<file path="src/rtl/iro_meter.sv">
// Ring-oscillator frequency meter: counts synchronized rising edges of one phase tap over a 2^(n+4) cycle window.
// Optional IRO_METER_SNAPSHOT_EN synchronizes all 16 taps and captures them into `snapshot` at window end.
module iro_meter (
   input  logic        clk,
   input  logic        rst,
   input  logic [15:0] phases,
   input  logic [3:0]  sel,
   input  logic [3:0]  gate_log2,
   input  logic        start,
   output logic        busy,
   output logic        done,
   output logic [11:0] count,
   output logic        overflow,
   output logic [15:0] snapshot
);

   typedef enum logic [1:0] {
      IDLE  = 2'd0,
      ARM   = 2'd1,
      COUNT = 2'd2,
      DONE  = 2'd3
   } state_t;

   state_t      state_q, state_d;
   logic [3:0]  sel_q, sel_d;
   logic [3:0]  exp_q, exp_d;
   logic [14:0] timer_q, timer_d;
   logic [11:0] cnt_q, cnt_d;
   logic        ovf_q, ovf_d;
   logic [11:0] count_q, count_d;
   logic [15:0] snap_q, snap_d;
   logic        busy_q, busy_d;
   logic        done_q, done_d;
   logic        prev_q, prev_d;
   logic        sync_s;
   logic        edge_s;
   logic [14:0] win_last_s;
   logic [15:0] snap_src_s;

`ifdef IRO_METER_SNAPSHOT_EN
   logic [15:0] meta_q, meta_d;
   logic [15:0] sync_q, sync_d;

   // Two-flop synchronizer across every phase tap
   always_comb begin
      meta_d = phases;
      sync_d = meta_q;
   end

   // Synchronizer registers
   always_ff @(posedge clk) begin
      if (rst) begin
         meta_q <= 16'h0000;
         sync_q <= 16'h0000;
      end else begin
         meta_q <= meta_d;
         sync_q <= sync_d;
      end
   end

   assign sync_s     = sync_q[sel_q];
   assign snap_src_s = sync_q;
`else
   logic meta_q, meta_d;
   logic sync_q, sync_d;

   // Two-flop synchronizer on the selected tap only
   always_comb begin
      meta_d = phases[sel_q];
      sync_d = meta_q;
   end

   // Synchronizer registers
   always_ff @(posedge clk) begin
      if (rst) begin
         meta_q <= 1'b0;
         sync_q <= 1'b0;
      end else begin
         meta_q <= meta_d;
         sync_q <= sync_d;
      end
   end

   assign sync_s     = sync_q;
   assign snap_src_s = 16'h0000;
`endif

   assign edge_s     = sync_s & ~prev_q;
   assign win_last_s = 15'h7FFF >> (4'd11 - exp_q);

   // Next-state, counter and output logic
   always_comb begin
      state_d = state_q;
      sel_d   = sel_q;
      exp_d   = exp_q;
      timer_d = timer_q;
      cnt_d   = cnt_q;
      ovf_d   = ovf_q;
      count_d = count_q;
      snap_d  = snap_q;
      prev_d  = sync_s;
      case (state_q)
         IDLE: begin
            if (start) begin
               sel_d   = sel;
               exp_d   = (gate_log2 > 4'd11) ? 4'd11 : gate_log2;
               cnt_d   = 12'd0;
               ovf_d   = 1'b0;
               timer_d = 15'd0;
               state_d = ARM;
            end else begin
               state_d = IDLE;
            end
         end
         ARM: begin
            // Three cycles let the synchronizer and previous-sample flop settle on the new tap
            if (timer_q == 15'd2) begin
               timer_d = 15'd0;
               state_d = COUNT;
            end else begin
               timer_d = timer_q + 15'd1;
            end
         end
         COUNT: begin
            if (edge_s) begin
               if (cnt_q == 12'hFFF) begin
                  ovf_d = 1'b1;
               end else begin
                  cnt_d = cnt_q + 12'd1;
               end
            end else begin
               cnt_d = cnt_q;
            end
            if (timer_q == win_last_s) begin
               timer_d = 15'd0;
               count_d = cnt_d;
               snap_d  = snap_src_s;
               state_d = DONE;
            end else begin
               timer_d = timer_q + 15'd1;
            end
         end
         DONE: begin
            state_d = IDLE;
         end
         default: begin
            state_d = IDLE;
         end
      endcase
      busy_d = (state_d == ARM) || (state_d == COUNT);
      done_d = (state_d == DONE);
   end

   // State and output registers
   always_ff @(posedge clk) begin
      if (rst) begin
         state_q <= IDLE;
         sel_q   <= 4'd0;
         exp_q   <= 4'd0;
         timer_q <= 15'd0;
         cnt_q   <= 12'd0;
         ovf_q   <= 1'b0;
         count_q <= 12'd0;
         snap_q  <= 16'h0000;
         busy_q  <= 1'b0;
         done_q  <= 1'b0;
         prev_q  <= 1'b0;
      end else begin
         state_q <= state_d;
         sel_q   <= sel_d;
         exp_q   <= exp_d;
         timer_q <= timer_d;
         cnt_q   <= cnt_d;
         ovf_q   <= ovf_d;
         count_q <= count_d;
         snap_q  <= snap_d;
         busy_q  <= busy_d;
         done_q  <= done_d;
         prev_q  <= prev_d;
      end
   end

   assign busy     = busy_q;
   assign done     = done_q;
   assign count    = count_q;
   assign overflow = ovf_q;
   assign snapshot = snap_q;

endmodule

</file>
<file path="config.mk">
export PLATFORM = sky130hd
export DESIGN_NAME = iro_meter
export DESIGN_NICKNAME = d
export VERILOG_FILES = /design/src/rtl/iro_meter.sv
export SDC_FILE = /design/constraint.sdc
export NUM_CORES = 1
export LEC_CHECK = 0
export CORE_MARGIN = 2
export CORE_UTILIZATION = 33
export DETAILED_ROUTE_END_ITERATION = 10
export GPL_ROUTABILITY_DRIVEN = 1
export GPL_TIMING_DRIVEN = 0
export PLACE_DENSITY = 0.62
export SLEW_MARGIN = 0
export SYNTH_ARGS = -nofsm -noshare
export SYNTH_HDL_FRONTEND = slang
export SYNTH_SLANG_ARGS = --single-unit
</file>
<file path="constraint.sdc">
create_clock -name clk -period 4.76 [get_ports clk]
set_clock_uncertainty 0.1 [all_clocks]
set_input_delay 0.714 -clock clk [delete_from_list [all_inputs] [get_ports clk]]
set_output_delay 0.714 -clock clk [all_outputs]
set_load 0.05 [all_outputs]
</file>
# After elaboration in Yosys (flattened, before gate mapping)
# Index checks and enable logic that the tools add are counted.
# classes
add_sub_neg,3
n_mul,0
div_mod_pow,0
n_lt_le_gt_ge,2
n_eq_ne,12
shift,1
muxes,19
n_bitwise,2
n_reduce_logical,9
# ops
cell,n
15-bit 2-to-1 mux,3
15-bit case mux with 3 select lines,1
12-bit 2-to-1 mux,3
12-bit case mux with 2 select lines,1
"15-bit by 1-bit adder with 15-bit output, second input constant",1
15-bit == test,1
"15-bit by 2-bit == test with 1-bit output, second input constant",1
"15-bit by 4-bit >> shifter with 15-bit output, first input constant",1
"12-bit by 1-bit adder with 12-bit output, second input constant",1
"12-bit == test, second input constant",1
"2-bit == test, second input constant",4
2-bit case mux with 4 select lines,1
2-bit AND reduction,4
"2-bit != test, second input constant",3
"4-bit by 5-bit < comparator with 1-bit output, second input constant",1
1-bit 2-to-1 mux,5
1-bit binary-select mux with 4-bit select,1
"2-bit by 1-bit == test with 1-bit output, second input constant",2
"4-bit > comparator, second input constant",1
2-bit 2-to-1 mux,2
4-bit 2-to-1 mux,1
4-bit AND reduction,1
"4-bit subtractor, first input constant",1
3-bit nonzero test,1
other kinds (6),6
# word_totals
ff_bits,55
latch_bits,0
ramBits,0
rom_bits,0
inputBits,27
out_inout_bits,31
elab_cells,60
n_memories,0

# Depth between registers and ports, before layout
# Gate-level depths: netlist (run 1).
# logic_depth
ltp_word,7
mapped_depth,14
depth_no_buf,11

# Least setup slack after synthesis (run 1)
# OpenSTA, ideal clock, no wires.
# synth_path
path_kind,flip-flop to flip-flop
from,register exp_q[2]
to,"register busy_q, in the netlist busy"
setup_ns,0.128
arrival_ns,2.516
required_ns,4.532
path_slack_ns,2.015
stages_incl_launch_ff,14
n_path_buf,2
synth_period_minus_slack_ns,2.745
path_cell_list,dfxtp_1 buf_4 inv_1 ha_1 nor4bb_1 xnor2_1 o21ai_0 nor3_1 and4_1 buf_6 o21ai_0 nand2_1 ha_1 nor2b_1
# synth_between
elab_chain_cells,7
word_cells_on_any_way,8
cone_classes,add/sub (1); eq/ne (3); shift (1); mux (2); reduce/logical (1)
# synth_lines
item,line_no,rtl
from (decl),26,"logic [3:0] exp_q, exp_d;"
from (signal assigned),171,exp_q <= exp_d;
4-bit subtractor (*),89,assign win_last_s = 15'h7FFF >> (4'd11 - exp_q);
15-bit by 4-bit >> shifter with 15-bit output (*),89,
15-bit == test (*),134,if (timer_q == win_last_s) begin
2-bit 2-to-1 mux (*),134,
2-bit case mux with 4 select lines (*),102,case (state_q)
named net state_d[0],24,"state_t state_q, state_d;"
2-bit by 1-bit == test with 1-bit output or 2-bit == test (tied branches),150,busy_d = (state_d == ARM) || (state_d == COUNT);
1-bit logical OR (*),150,
named net busy_d,32,"logic busy_q, busy_d;"
to (signal assigned),177,busy_q <= busy_d;
to (decl),32,
# The timed path passes the listed nets; every way through them passes the cells marked *.
# A chain may end at the register's enable or synchronous reset.

# Worst setup path in the final report (run 1)
# Ends and elaborated chain as after synthesis.

==> key figures, run 1 <==
Layout
  – # diodes: 0
  – P&R area growth vs syn: 21.0%
  – Fin util: 0.407
  – Final nets: 517
  – Fraction of layout cells with a size suffix above 1: 0.110

Synth
  – Synthesized instance count: 417
  – Synth cell types: 64
  – Post-synth ARST share: 0
  – Top-area cell type share of the netlist area: 0.320
  – Seq/Total Area, Yosys: 0.320
  – Synth Cell Area: 0.00344 mm^2
  – Most frequently used flop master after synthesis: dfxtp_1
  – Post-synth EDFFs: 0
  – Cell taking the most area after synthesis: dfxtp_1
  – Synth Register Bits: 55
  – Ys Warns: 0
  – Mapped Avg Cell Area: 8.25 um^2
  – Largest cells by area after synthesis: dfxtp_1, nor2_1, ha_1, buf_4, nand2_1

Worst setup path
  – Worst Path Arrival: 3.27 ns
  – Critical-path maximum fanout: 10
  – CP required: 4.87 ns
  – Setup crit end kind: flop
  – Worst setup SP type: flop
  – Crit path kind: flop to flop

GRT
  – Initial antenna violation count: 0
  – Total track usage: 0.161
  – Vias in the first global route: 3,201
  – Largest net degree at the start of global routing: 20
  – Global route overflow: 0
  – First-pass GRT wire length: 15,000 um

STA
  – Final min period: 3.16 ns
  – Setup_tns: 0 ns
  – Worst-Margin Slew: 0.763 ns
  – Final slew viol count: 0
  – # setup viols final: 0
  – Slew headroom: 0.487
  – Final Hold Viols: 0
  – Fmax: 317 MHz
  – Period utilization: 0.663
  – RSZ-0062 raised after global routing: no

Die
  – Die area: 0.0113 mm^2
  – Row count: 37
  – Core area: 0.0102 mm^2
  – # IOs: 58
  – Starting density of the core: 0.336
  – Die span in y: 106 um
  – Die width: 106 um

Pwr
  – IR drop worst, VDD: 0.101 mV
  – Pwr dens: 219 mW/mm^2
  – Pleak: 1.54 nW

Clock tree
  – Setup Fix Bufs, Post-CTS: 0
  – Post-cts resize count: 0
  – Inserted Clock Buffers: 5
  – Clock sink count: 55
  – H-tree depth: 2
  – Post-cts hold buffer count: 0
  – CTS tree: yes
  – CTS Root Buffer Type: clkbuf_8
  – CTS Buffer Depth: 2
  – Clock Latency Late Sink: 0.32 ns
  – Reg clk slew, reported paths: 0.11 ns

Placed design
  – Port buffer count: 40
  – GPL Wtd Cong: 0.877
  – Post-DP HPWL: 6520 um

Detailed routing
  – Vias per cell: 5.23
  – Iteration count of the initial detailed-routing pass: 4
  – Antenna-violating nets left: 0
  – DR vias: 3,220
  – Initial DRC Count: 174
  – Drt wl/cell: 14.2 um
  – DRT Wirelength: 8720 um
  – Residual DRC count: 0

Job
  – Max-cap viol count: 0

Run status
  – Outcome: complete, no violations

Min path
  – Worst hold path type: flop to flop
-- through the flow --
step,instance area [um^2],setup WS [ns],power [mW],hold WS (ns),cells
after detailed placement,4070,1.62,0.635,0.328,608
after CTS,4160,1.62,0.922,0.357,616
final,4160,1.60,0.912,0.351,616
after global routing,4160,1.33,0.951,0.367,616
after floorplan,3500,2.02,0.593,0.314,432
after global placement,4070,1.67,0.633,0.318,608
-- final timing paths --
kind	cells after the start	slack, ns	from	to
worst max-delay path	14	1.60	exp_q[2]	busy
worst min-delay path	1	0.35	meta_q	prev_d
worst max register to register	14	1.60	exp_q[2]	busy
worst min register to register	1	0.35	meta_q	prev_d
-- critical path, cell delays in order (launching register included) --
cell      delay [ns]
dfxtp_1         0.39
buf_4           0.18
inv_1           0.06
ha_1            0.40
buf_4           0.22
nor2_1          0.05
mux2i_1         0.14
nand4_1         0.13
a211oi_1        0.38
and4_1          0.26
buf_6           0.16
o21ai_0         0.11
nand2_1         0.11
ha_1            0.23
nor2b_1         0.12
-- layout by cell type, fill, tap and decap left out, types with 3 or more instances in the layout --
master and n:
a21o_1 3, inv_1 10, and2_1 6, clkbuf_8 7, a211oi_1 5, nor3_1 14, a41oi_1 5, xnor2_1 9
a22oi_1 5, conb_1 16, nand2_1 36, nor2b_1 5, mux4_2 5, or4_1 3, ha_1 11, xor2_1 7
mux2i_1 11, dfxtp_1 55, clkdlybuf4s50_1 40, o211ai_1 4, buf_4 18, a31oi_1 11, nand2b_1 5, clkbuf_1 15
a21oi_1 20, nor2_1 50, buf_6 3, o21ai_0 8, and3_1 6, nand3_1 19, nand4_1 13, nor4_1 5
nand4b_1 3, buf_2 4
-- cell families (layout without fill, tap and decap cells) --
kind of cell,Yosys count,count (layout),synth area share
and+or+nand+nor,182,182,0.272
DFF,55,55,0.320
xor gates and xnor gates,16,16,0.0407
buffers and inverters,54,102,0.0956
AOI/OAI and AO/OA,79,79,0.155
muxes,19,19,0.0756
other,1,16,0.00109
adders and majority gates,11,11,0.0400
-- Yosys cell counts (6+ instances only) --
| cell type | number |
|---|---|
| nand2_1 | 36 |
| a31oi_1 | 11 |
| dfxtp_1 | 55 |
| mux2i_1 | 11 |
| nand4_1 | 13 |
| nand3_1 | 19 |
| ha_1 | 11 |
| nor2_1 | 50 |
| and3_1 | 6 |
| inv_1 | 10 |
| a21oi_1 | 20 |
| xor2_1 | 7 |
| xnor2_1 | 9 |
| nor3_1 | 14 |
| clkbuf_1 | 15 |
| buf_4 | 18 |
| and2_1 | 6 |
| o21ai_0 | 8 |
-- where the power goes --
group / switching, mW / internal [mW]
Combinational: 0.0896 / 0.0638
Sequential: 0.00516 / 0.467
Clock: 0.177 / 0.109
Total: 0.272 / 0.640
-- metal layers --
layer | vias up | track usage | part of all wire
met2 | 93 | 0.265 | 0.46
li1 | 1589 | - | -
met5 | - | 0 | 0
met4 | 0 | 0.0526 | 0.014
met1 | 1526 | 0.215 | 0.48
met3 | 12 | 0.0251 | 0.045
-- cell type report --
cell class                 count  area, um^2
inverter                      10        37.5
fill                        1060        6070
clock buffer                   5        68.8
sequential                    55        1100
timing repair buffer          40         400
multi-input combinational    323        2070
clock inverter                 3        27.5
buffer                        44         292
tap                          136         170
-- sequential cells by signal (all words and copies together), names as in the netlist --
signal,cells
done,1
sel_q,4
prev_d,1
meta_q,1
cnt_q,12
prev_q,1
overflow,1
exp_q,4
state_q,2
busy,1
count,12
timer_q,15
Power figures use the tool's default switching activity.
==> run 2, diff against run 1 <==
Settings changed: PLACE_DENSITY 0.62 to 0.64.
Clock period 4.76 ns to 2.8 ns, I/O delays scaled along.
==> run 2 against run 1 <==
Flip-flop and latch count unchanged. Die area unchanged. Sequential power increased by 70%. Worst setup slack got worse by 1.5 ns. Clock power increased by 73%.
==> key figures, run 2 (synthesis gave the netlist of run 1 again) <==
Run status
  – Outcome: complete, no violations

Die
  – Core area: 0.0102 mm^2
  – Starting density of the core: 0.336
  – Die span in y: 106 um
  – Die area: 0.0113 mm^2
  – # IOs: 58
  – Die width: 106 um
  – Row count: 37

Worst setup path
  – Critical-path maximum fanout: 7
  – Setup crit end kind: flop
  – CP required: 2.91 ns
  – Crit Reg-Reg Startpoint: exp_q[2]
  – Worst setup SP type: flop
  – Critical Path Source: exp_q[2]
  – R2R Path End: count[9]
  – R2R cell count: 13
  – FF-to-FF setup slack: 0.10 ns
  – Worst Path Arrival: 2.81 ns
  – Crit path kind: flop to flop

Min path
  – Worst hold endpoint: prev_d
  – Hold path cells: 1
  – Worst hold path type: flop to flop
  – Hold Crit Start: meta_q

GRT
  – Global route overflow: 0
  – Vias in the first global route: 3,057
  – Initial antenna violation count: 0
  – Largest net degree at the start of global routing: 21
  – First-pass GRT wire length: 14,300 um
  – Total track usage: 0.155

Layout
  – Most frequent cells in the layout: dfxtp_1, nor2_1, clkdlybuf4s50_1
  – Commonest non-fill, non-tap cell in the layout: dfxtp_1
  – Final instance area: 0.00435 mm^2
  – # diodes: 0
  – Fraction of layout cells with a size suffix above 1: 0.149
  – Final nets: 528
  – Fin util: 0.426
  – P&R area growth vs syn: 26.5%
  – Max FFs per register: 15
  – Top reg by flops: timer_q

Detailed routing
  – Drt wl/cell: 13.7 um
  – Initial DRC Count: 179
  – Antenna-violating nets left: 0
  – DR vias: 3,213
  – Vias per cell: 5.12
  – Iteration count of the initial detailed-routing pass: 4
  – Residual DRC count: 0
  – DRT Wirelength: 8610 um

STA
  – Worst-Margin Slew: 0.763 ns
  – Final slew viol count: 0
  – Period utilization: 0.963
  – # setup viols final: 0
  – Slew headroom: 0.487
  – Final min period: 2.70 ns
  – Fmax: 371 MHz
  – Final Hold Viols: 0
  – Setup_tns: 0 ns

Placed design
  – Post-DP Area: 0.00407 mm^2
  – Post-DP HPWL: 6320 um
  – GPL Wtd Cong: 0.891
  – Port buffer count: 40

Pwr
  – IR drop worst, VDD: 0.220 mV
  – Total power: 1.58 mW
  – Pwr dens: 363 mW/mm^2
  – Pleak: 1.62 nW

Clock tree
  – Clock sink count: 55
  – Clock Latency Late Sink: 0.32 ns
  – CTS Root Buffer Type: clkbuf_8
  – Reg clk slew, reported paths: 0.11 ns
  – Inserted Clock Buffers: 5
  – Post-cts hold buffer count: 0
  – H-tree depth: 2
  – CTS tree: yes
  – CTS Buffer Depth: 2

Job
  – Max-cap viol count: 0
run 2: worst max path at each step:
stage	endpoint	cells after the start	slack (ns)
after global placement	busy	14	-0.32
final	count[9]	13	0.10
after CTS	busy	13	0.001
after detailed placement	busy	14	-0.37
after global routing	busy	13	-0.003
after floorplan	busy	13	0.06
run 2: power by group:
| part | leakage, nW | internal [mW] | total [mW] | switching (mW) |
|---|---|---|---|---|
| clock | 0.0519 | 0.191 | 0.494 | 0.304 |
| sequential | 0.446 | 0.794 | 0.804 | 0.0100 |
| combinational | 1.13 | 0.127 | 0.284 | 0.158 |
| total | 1.62 | 1.11 | 1.58 | 0.471 |
run 2: final cells by class:
cell class / count / area, um^2
fillers: 1027 / 5880
plain buffers: 44 / 303
clock inverters: 3 / 33.8
multi-input cells: 323 / 2110
inverters: 10 / 37.5
well taps: 136 / 170
repair buffers: 51 / 522
clock buffers: 5 / 68.8
flip-flops and latches: 55 / 1100
run 2: timing repair:
action | CTS | global route
setup buffers | 3 | 6
gates resized for setup | 5 | 11
pin swaps | 3 | 5
endpoints found under the setup margin | 29 | 29
cloned | 0 | 2
run 2: stage by stage:
stage | setup WS [ns] | cells | hold WS [ns]
final | 0.103 | 627 | 0.357
after CTS | 0.00103 | 619 | 0.365
after floorplan | 0.0553 | 432 | 0.314
after global placement | -0.322 | 608 | 0.319
after global routing | -0.00348 | 627 | 0.388
after detailed placement | -0.365 | 608 | 0.339
run 2: per-layer routing:
layer	routed length (um)	vias to the layer above	global-route usage
li1	-	1612	-
met1	4110	1501	0.209
met2	3910	83	0.249
met3	388	17	0.0227
met4	202	0	0.0620
met5	0	-	0
run 2: worst max-delay path: stages (launching register included):
cell,delay [ns]
dfxtp_4,0.37
buf_6,0.11
inv_2,0.05
ha_4,0.31
o21bai_4,0.13
mux2i_1,0.22
nand4_1,0.14
a211oi_2,0.29
and4_1,0.25
buf_6,0.11
buf_6,0.14
buf_8,0.13
mux2i_2,0.20
nor2_1,0.05
==> run 3, diff against run 2 <==
Settings changed: CAP_MARGIN set to 10, CTS_CLUSTER_DIAMETER set to 200.
==> results of run 3 <==
Same layout as run 2: the final DEF is identical, and so are final timing and power.
